**config.mk**
```make
export PLATFORM = sky130hd
export DESIGN_NAME = pred_table_ctrl
export DESIGN_NICKNAME = d
export VERILOG_FILES = /design/src/rtl/pred_table_ctrl.sv
export SDC_FILE = /design/constraint.sdc
export NUM_CORES = 1
export LEC_CHECK = 0
export BUFFER_PORTS_ARGS = -buffer_cell sky130_fd_sc_hd__clkbuf_2
export CAP_MARGIN = 20
export CORE_MARGIN = 4
export CORE_UTILIZATION = 35
export DETAILED_ROUTE_END_ITERATION = 10
export GPL_ROUTABILITY_DRIVEN = 1
export HOLD_SLACK_MARGIN = 0.05
export PLACE_DENSITY_LB_ADDON = 0.08
export SYNTH_ARGS = -nofsm -noshare
export SYNTH_HDL_FRONTEND = slang
export SYNTH_SLANG_ARGS = --single-unit
```
**constraint.sdc**
```tcl
create_clock -name clk -period 6.3 [get_ports clk]
set_clock_uncertainty 0.2 [all_clocks]
set_input_delay 0.945 -clock clk [delete_from_list [all_inputs] [get_ports clk]]
set_output_delay 0.945 -clock clk [all_outputs]
set_load 0.005 [all_outputs]
```
**src/rtl/pred_table_ctrl.sv**
```systemverilog
// Branch prediction table controller: combinational lookup on RAM port 1, queued
// saturating-counter read-modify-write updates on RAM port 2.
module pred_table_ctrl #(
  parameter int unsigned LOGINDEX  = 8,
  parameter int unsigned CTRWIDTH  = 2,
  parameter int unsigned FIFODEPTH = 4
) (
  input  logic                clk,
  input  logic                reset,
  input  logic [LOGINDEX-1:0] lookup_index,
  output logic                pred_taken,
  input  logic                upd_valid,
  input  logic [LOGINDEX-1:0] upd_index,
  input  logic                upd_taken,
  output logic                upd_ready,
  output logic                busy,
  output logic                ram_we1,
  output logic [LOGINDEX-1:0] ram_index1,
  input  logic [CTRWIDTH-1:0] ram_rdata1,
  output logic                ram_we2,
  output logic [LOGINDEX-1:0] ram_index2,
  output logic [CTRWIDTH-1:0] ram_wdata2,
  input  logic [CTRWIDTH-1:0] ram_rdata2
);

  localparam int unsigned PtrW = (FIFODEPTH > 1) ? $clog2(FIFODEPTH) : 1;
  localparam int unsigned CntW = $clog2(FIFODEPTH + 1);
  localparam logic [CntW-1:0] DepthCnt = CntW'(FIFODEPTH);
  localparam logic [PtrW-1:0] LastPtr  = PtrW'(FIFODEPTH - 1);
  localparam logic [CTRWIDTH-1:0] CtrMax = '1;

  typedef enum logic [1:0] {StIdle, StRd, StWr} state_e;

  state_e              state_q, state_d;
  logic [PtrW-1:0]     wr_ptr_q, wr_ptr_d, rd_ptr_q, rd_ptr_d;
  logic [CntW-1:0]     count_q, count_d;
  logic [LOGINDEX-1:0] hold_index_q, hold_index_d;
  logic                hold_taken_q, hold_taken_d;
  logic [CTRWIDTH-1:0] new_ctr_q, new_ctr_d;
  logic [LOGINDEX-1:0] fifo_idx_q [FIFODEPTH];
  logic                fifo_tkn_q [FIFODEPTH];
  logic                push, pop;
  logic [CTRWIDTH-1:0] ctr_calc;

  function automatic logic [PtrW-1:0] ptr_inc(input logic [PtrW-1:0] p);
    return (p == LastPtr) ? '0 : p + 1'b1;
  endfunction

  assign ram_we1    = 1'b0;
  assign ram_index1 = lookup_index;
  assign ram_index2 = hold_index_q;
  assign ram_wdata2 = new_ctr_q;
  assign upd_ready  = (count_q < DepthCnt);
  assign push       = upd_valid && upd_ready;
  assign pop        = ((state_q == StIdle) || (state_q == StWr)) && (count_q != '0);
  assign busy       = (count_q != '0) || (state_q != StIdle);

  // Write bypass: the RAM still holds the old counter during the WR cycle.
  assign pred_taken = ((state_q == StWr) && (hold_index_q == lookup_index)) ?
                      new_ctr_q[CTRWIDTH-1] : ram_rdata1[CTRWIDTH-1];

  always_comb begin
    ctr_calc = ram_rdata2;
    if (hold_taken_q) begin
      if (ram_rdata2 != CtrMax) ctr_calc = ram_rdata2 + 1'b1;
    end else begin
      if (ram_rdata2 != '0) ctr_calc = ram_rdata2 - 1'b1;
    end
  end

  always_comb begin
    state_d      = state_q;
    hold_index_d = hold_index_q;
    hold_taken_d = hold_taken_q;
    new_ctr_d    = new_ctr_q;
    ram_we2      = 1'b0;
    unique case (state_q)
      StIdle: begin
        if (pop) begin
          hold_index_d = fifo_idx_q[rd_ptr_q];
          hold_taken_d = fifo_tkn_q[rd_ptr_q];
          state_d      = StRd;
        end
      end
      StRd: begin
        new_ctr_d = ctr_calc;
        state_d   = StWr;
      end
      StWr: begin
        ram_we2 = 1'b1;
        if (pop) begin
          hold_index_d = fifo_idx_q[rd_ptr_q];
          hold_taken_d = fifo_tkn_q[rd_ptr_q];
          state_d      = StRd;
        end else begin
          state_d = StIdle;
        end
      end
      default: state_d = StIdle;
    endcase
  end

  always_comb begin
    wr_ptr_d = push ? ptr_inc(wr_ptr_q) : wr_ptr_q;
    rd_ptr_d = pop  ? ptr_inc(rd_ptr_q) : rd_ptr_q;
    count_d  = count_q;
    if (push && !pop)      count_d = count_q + 1'b1;
    else if (!push && pop) count_d = count_q - 1'b1;
  end

  always_ff @(posedge clk or posedge reset) begin
    if (reset) begin
      state_q      <= StIdle;
      wr_ptr_q     <= '0;
      rd_ptr_q     <= '0;
      count_q      <= '0;
      hold_index_q <= '0;
      hold_taken_q <= 1'b0;
      new_ctr_q    <= '0;
    end else begin
      state_q      <= state_d;
      wr_ptr_q     <= wr_ptr_d;
      rd_ptr_q     <= rd_ptr_d;
      count_q      <= count_d;
      hold_index_q <= hold_index_d;
      hold_taken_q <= hold_taken_d;
      new_ctr_q    <= new_ctr_d;
    end
  end

  // Queue storage needs no reset; count and pointers define validity.
  always_ff @(posedge clk) begin
    if (push) begin
      fifo_idx_q[wr_ptr_q] <= upd_index;
      fifo_tkn_q[wr_ptr_q] <= upd_taken;
    end
  end

endmodule

```
Word level (Yosys, flattened, before mapping) --
Memories as Yosys holds them, arrays and structs flattened. A register that Yosys moved wholly into a read port is not among the register bits. Index checks and enable logic that the tools add are counted.
Word-level totals: memory bits (writable) 36, logic and storage cells 51, input bits 24, memories 2, register bits after elaboration 11, output and inout bits 23
Memory list:
- fifo_idx_q | depth 4, bits a word 8, rd ports 1, clocked after Yosys merged registers in 1, write ports 1, RTL line 40 | logic [LOGINDEX-1:0] fifo_idx_q [FIFODEPTH];
- fifo_tkn_q | depth 4, bits a word 1, rd ports 1, clocked after Yosys merged registers in 1, write ports 1, RTL line 41 | logic fifo_tkn_q [FIFODEPTH];
Cells by class: eq/ne operators 7, magnitude comparators 1, reduce and logical (&&, ||, !) cells 16, mux-type cells 14, add/subtract/negate cells 6
Operators with widths (count):
- $mux 2 | 6
- $eq 8x8->1 | 1
- $add 2x1->2 const B | 3
- $eq 2x2->1 const B | 3
- $mux 3 | 2
- $pmux 2 s3 | 1
- $reduce_bool 2->1 | 3
- $logic_and 1x1->1 | 5
- $mux 1 | 5
- $ne 2x2->1 const B | 2
- $add 3x1->3 const B | 1
- $lt 3x3->1 const B | 1
- $reduce_bool 3->1 | 1
- $sub 3x1->3 const B | 1
- $eq 2x1->1 const B | 1
- $logic_not 1->1 | 2
- $logic_not 2->1 | 1
- $logic_or 1x1->1 | 2
- $reduce_and 2->1 | 1
- $reduce_or 2->1 | 1
- $sub 2x1->2 const B | 1

Logic depth before layout (Yosys ltp) --
word-level depth 6, gate-level depth with buffers 10

Worst setup path before layout --
OpenSTA, ideal clock, no wires.
kind input port to output port, start input port lookup_index[5], end output port pred_taken, path slack 3.472 ns, cell stages on the path 4, arrival time 1.683 ns, cells stage by stage xnor2_1 > nand3_1 > nor3_1 > mux2_2
On the way: word-level cells in the longest chain between the ends 3
Ends and longest elaborated chain:
- from (decl) | RTL line 10 | input logic [LOGINDEX-1:0] lookup_index,
- $eq 8x8->1 | RTL line 59 | assign pred_taken = ((state_q == StWr) && (hold_index_q == lookup_index)) ?
- $logic_and 1x1->1 | RTL line 59
- $mux 1 | RTL line 59
- to (decl) | RTL line 11 | output logic pred_taken,
Every way passes these cells.

Worst setup path after layout --
start input port lookup_index[4], end output port pred_taken
The elaborated chain is that of the path after synthesis.

==> results.py <==
metrics = {
    "logic_synthesis": {
        "netlist_area_um2": 2440,
        "synth_top_area_share_pct": 44.3,
        "ys_ff_latch": 56,
        "syn_inst": 143,
        "syn_avg_cell_area_um2": 17.1,
        "ys_types": 27,
        "synth.area.top_cells": "edfxtp_1, dfrtp_1, mux4_2",
        "yosysWarnings": 0,
        "syn_nets": 174,
        "yosysTopAreaCell": "edfxtp_1",
        "synth-seq-area-share_pct": 64.8,
    },
    "setup_path": {
        "critPathCaptureType": "output pin",
        "path_class": "primary input to output pin",
        "cp_data_arrival_time_ps": 1970,
        "cp.required_ps": 5150,
        "crit_fanout": 2,
        "start_kind": "primary input",
    },
    "sta": {
        "holdWs_ps": 309,
        "report.final.hold_viol_count": 0,
        "relSlewSlack_pct": 51.0,
        "min_period_ps": 3110,
        "max_freq_ghz": 0.321,
        "setup_viol": 0,
        "grt_setup_unrepaired": "false",
        "finalCritPeriodShare_pct": 49.4,
        "setup_ws_ps": 3190,
        "worstMarginPinSlew_ps": 734,
        "setup_tns_ps": 0,
        "slew_viol_final": 0,
    },
    "power_and_ir_drop": {
        "design_power_total_mw": 1.22,
        "leakage_nw": 1.10,
        "peakVddDrop_uv": 153,
        "power.density_nw_per_um2": 440,
    },
    "cts": {
        "htree_levels": 2,
        "post_cts_buffers": 0,
        "cts.sinks": 56,
        "ctsResizeCount": 0,
        "cts_tree": "yes",
        "ctsHoldBuffers": 0,
        "clock_latency_ps": 300,
        "cts_max_path_buffers": 2,
        "cts-buffers-inserted": 5,
        "clk_pin_slew_ps": 90,
        "cts_root_buf": "clkbuf_8",
    },
    "layout": {
        "fin_cells": 279,
        "nNetsFinal": 213,
        "n_fill_cell": 635,
        "area_growth_pct": 14.1,
        "antenna_cells": 0,
        "final_core_util_pct": 41.0,
        "final_area_um2": 2780,
        "final_layout_size_suffix_gt1_share_pct": 42.1,
    },
    "die": {
        "die_h_um": 91.5,
        "start_util_pct": 35.9,
        "num_rows": 30,
        "die-area_um2": 8370,
        "core_um2": 6790,
        "die_w_um": 91.5,
        "ioPinCount": 47,
    },
    "routing": {
        "first_iter_violations": 52,
        "drc": 0,
        "wl_per_cell_um": 14.4,
        "ant_nets": 0,
        "vias": 1225,
        "first_pass_iters": 4,
        "totalWireLength_um": 4020,
        "via_per_inst": 4.39,
    },
    "global_routing": {
        "grt_start_max_net_pins": 21,
        "grt_pass1_vias": 1261,
        "grtUsageMet1_pct": 13.8,
        "antenna_found_initial": 0,
        "busiest_layer": "met2",
        "grtUsageMet2_pct": 16.4,
        "track_usage_pct": 10.3,
        "grt_pass1_wl_um": 6620,
        "overflow": 0,
        "use_met3_pct": 3.15,
    },
    "place": {
        "io_buffers": 44,
        "gp_congestion": 0.654,
        "dp_slack_ps": 3150,
        "place_area_um2": 2680,
        "place_hpwl_um": 2990,
        "dpl.cell_count": 270,
    },
    "flow_run": {
        "maxCapViolations": 0,
    },
    "run_status": {
        "status": "finished, final reports clean",
    },
    "hold_path": {
        "hold_class": "register to register",
    },
}
registers in the layout, indices dropped and copies added, names as in the netlist:
register / flops
fifo_tkn_q: 4
wr_ptr_q: 2
ram_index2: 8
count_q: 3
rd_ptr_q: 2
state_q: 2
hold_taken_q: 1
fifo_idx_q: 32
ram_wdata2: 2
kinds of logic after synthesis:
family / after synthesis / share of synthesized area, %
AND/OR/NAND/NOR: 20 / 4.36
multiplexers: 23 / 16.2
other: 1 / 0.154
XOR/XNOR: 11 / 3.95
flip-flops: 56 / 64.8
AO/OA/AOI/OAI: 3 / 0.769
adder cells (fa/ha/maj): 9 / 4.72
buffers and inverters: 20 / 5.08
synth_stat cells:
master,number
edfxtp_1,36
dfrtp_1,20
xnor2_1,10
buf_4,9
mux2_4,8
mux4_2,8
inv_1,7
ha_1,6
mux2_2,6
and2_1,4
nand2_1,4
nor2_1,4
nor2b_1,3
buf_6,2
clkbuf_1,2
maj3_1,2
o21ai_0,2
a21o_2,1
conb_1,1
fa_1,1
mux4_1,1
nand3_1,1
nand4_1,1
nor3_1,1
nor3_2,1
nor4_1,1
xor2_1,1
area by class of cell:
type,instances,area [um2],share of cell area (%)
well taps,96,120,4.31
clock inverters,3,25.0,0.899
flip-flops and latches,56,1580,56.8
inverters,7,26.3,0.944
repair buffers,45,228,8.18
multi-input cells,67,734,26.4
clock buffers,5,68.8,2.47
layer usage:
metal	vias to the layer above	share of wire [%]
li1	589	-
met1	587	46
met2	46	46
met3	3	7.4
met4	0	0.42
met5	-	0
critical path, stage by stage:
cell,delay [ps]
clkbuf_2,100
xnor2_1,160
nand4_1,140
nor3_1,170
mux2_2,350
clkbuf_2,110
placed cells by master, fill, tap and decap left out, types with 4 or more instances in the layout:
| cell | count |
|---|---|
| nand2_1 | 4 |
| mux2_2 | 6 |
| xnor2_1 | 10 |
| dfrtp_1 | 20 |
| mux4_2 | 8 |
| mux2_4 | 8 |
| clkbuf_8 | 5 |
| and2_1 | 4 |
| nor2_1 | 4 |
| clkbuf_2 | 44 |
| inv_1 | 7 |
| ha_1 | 6 |
| edfxtp_1 | 36 |
final timing paths:
check / from / to / slack (ps) / depth (start not counted)
setup reg to reg: count_q[2] / count_q[2] / 4080 / 9
setup / recovery: lookup_index[4] / pred_taken / 3190 / 6
min in group asynchronous: reset / wr_ptr_q[0] / 530 / 2
hold / removal: state_q[1] / state_q[1] / 310 / 1
max in group asynchronous: reset / state_q[0] / 4900 / 2
hold reg to reg: state_q[1] / state_q[1] / 310 / 1
power breakdown:
group          switching (mW)  internal, mW  leakage, nW
Sequential             0.0969         0.496        0.563
Clock                   0.117        0.0812       0.0452
Combinational           0.172         0.262        0.496
(Power assumes the default switching activity.)
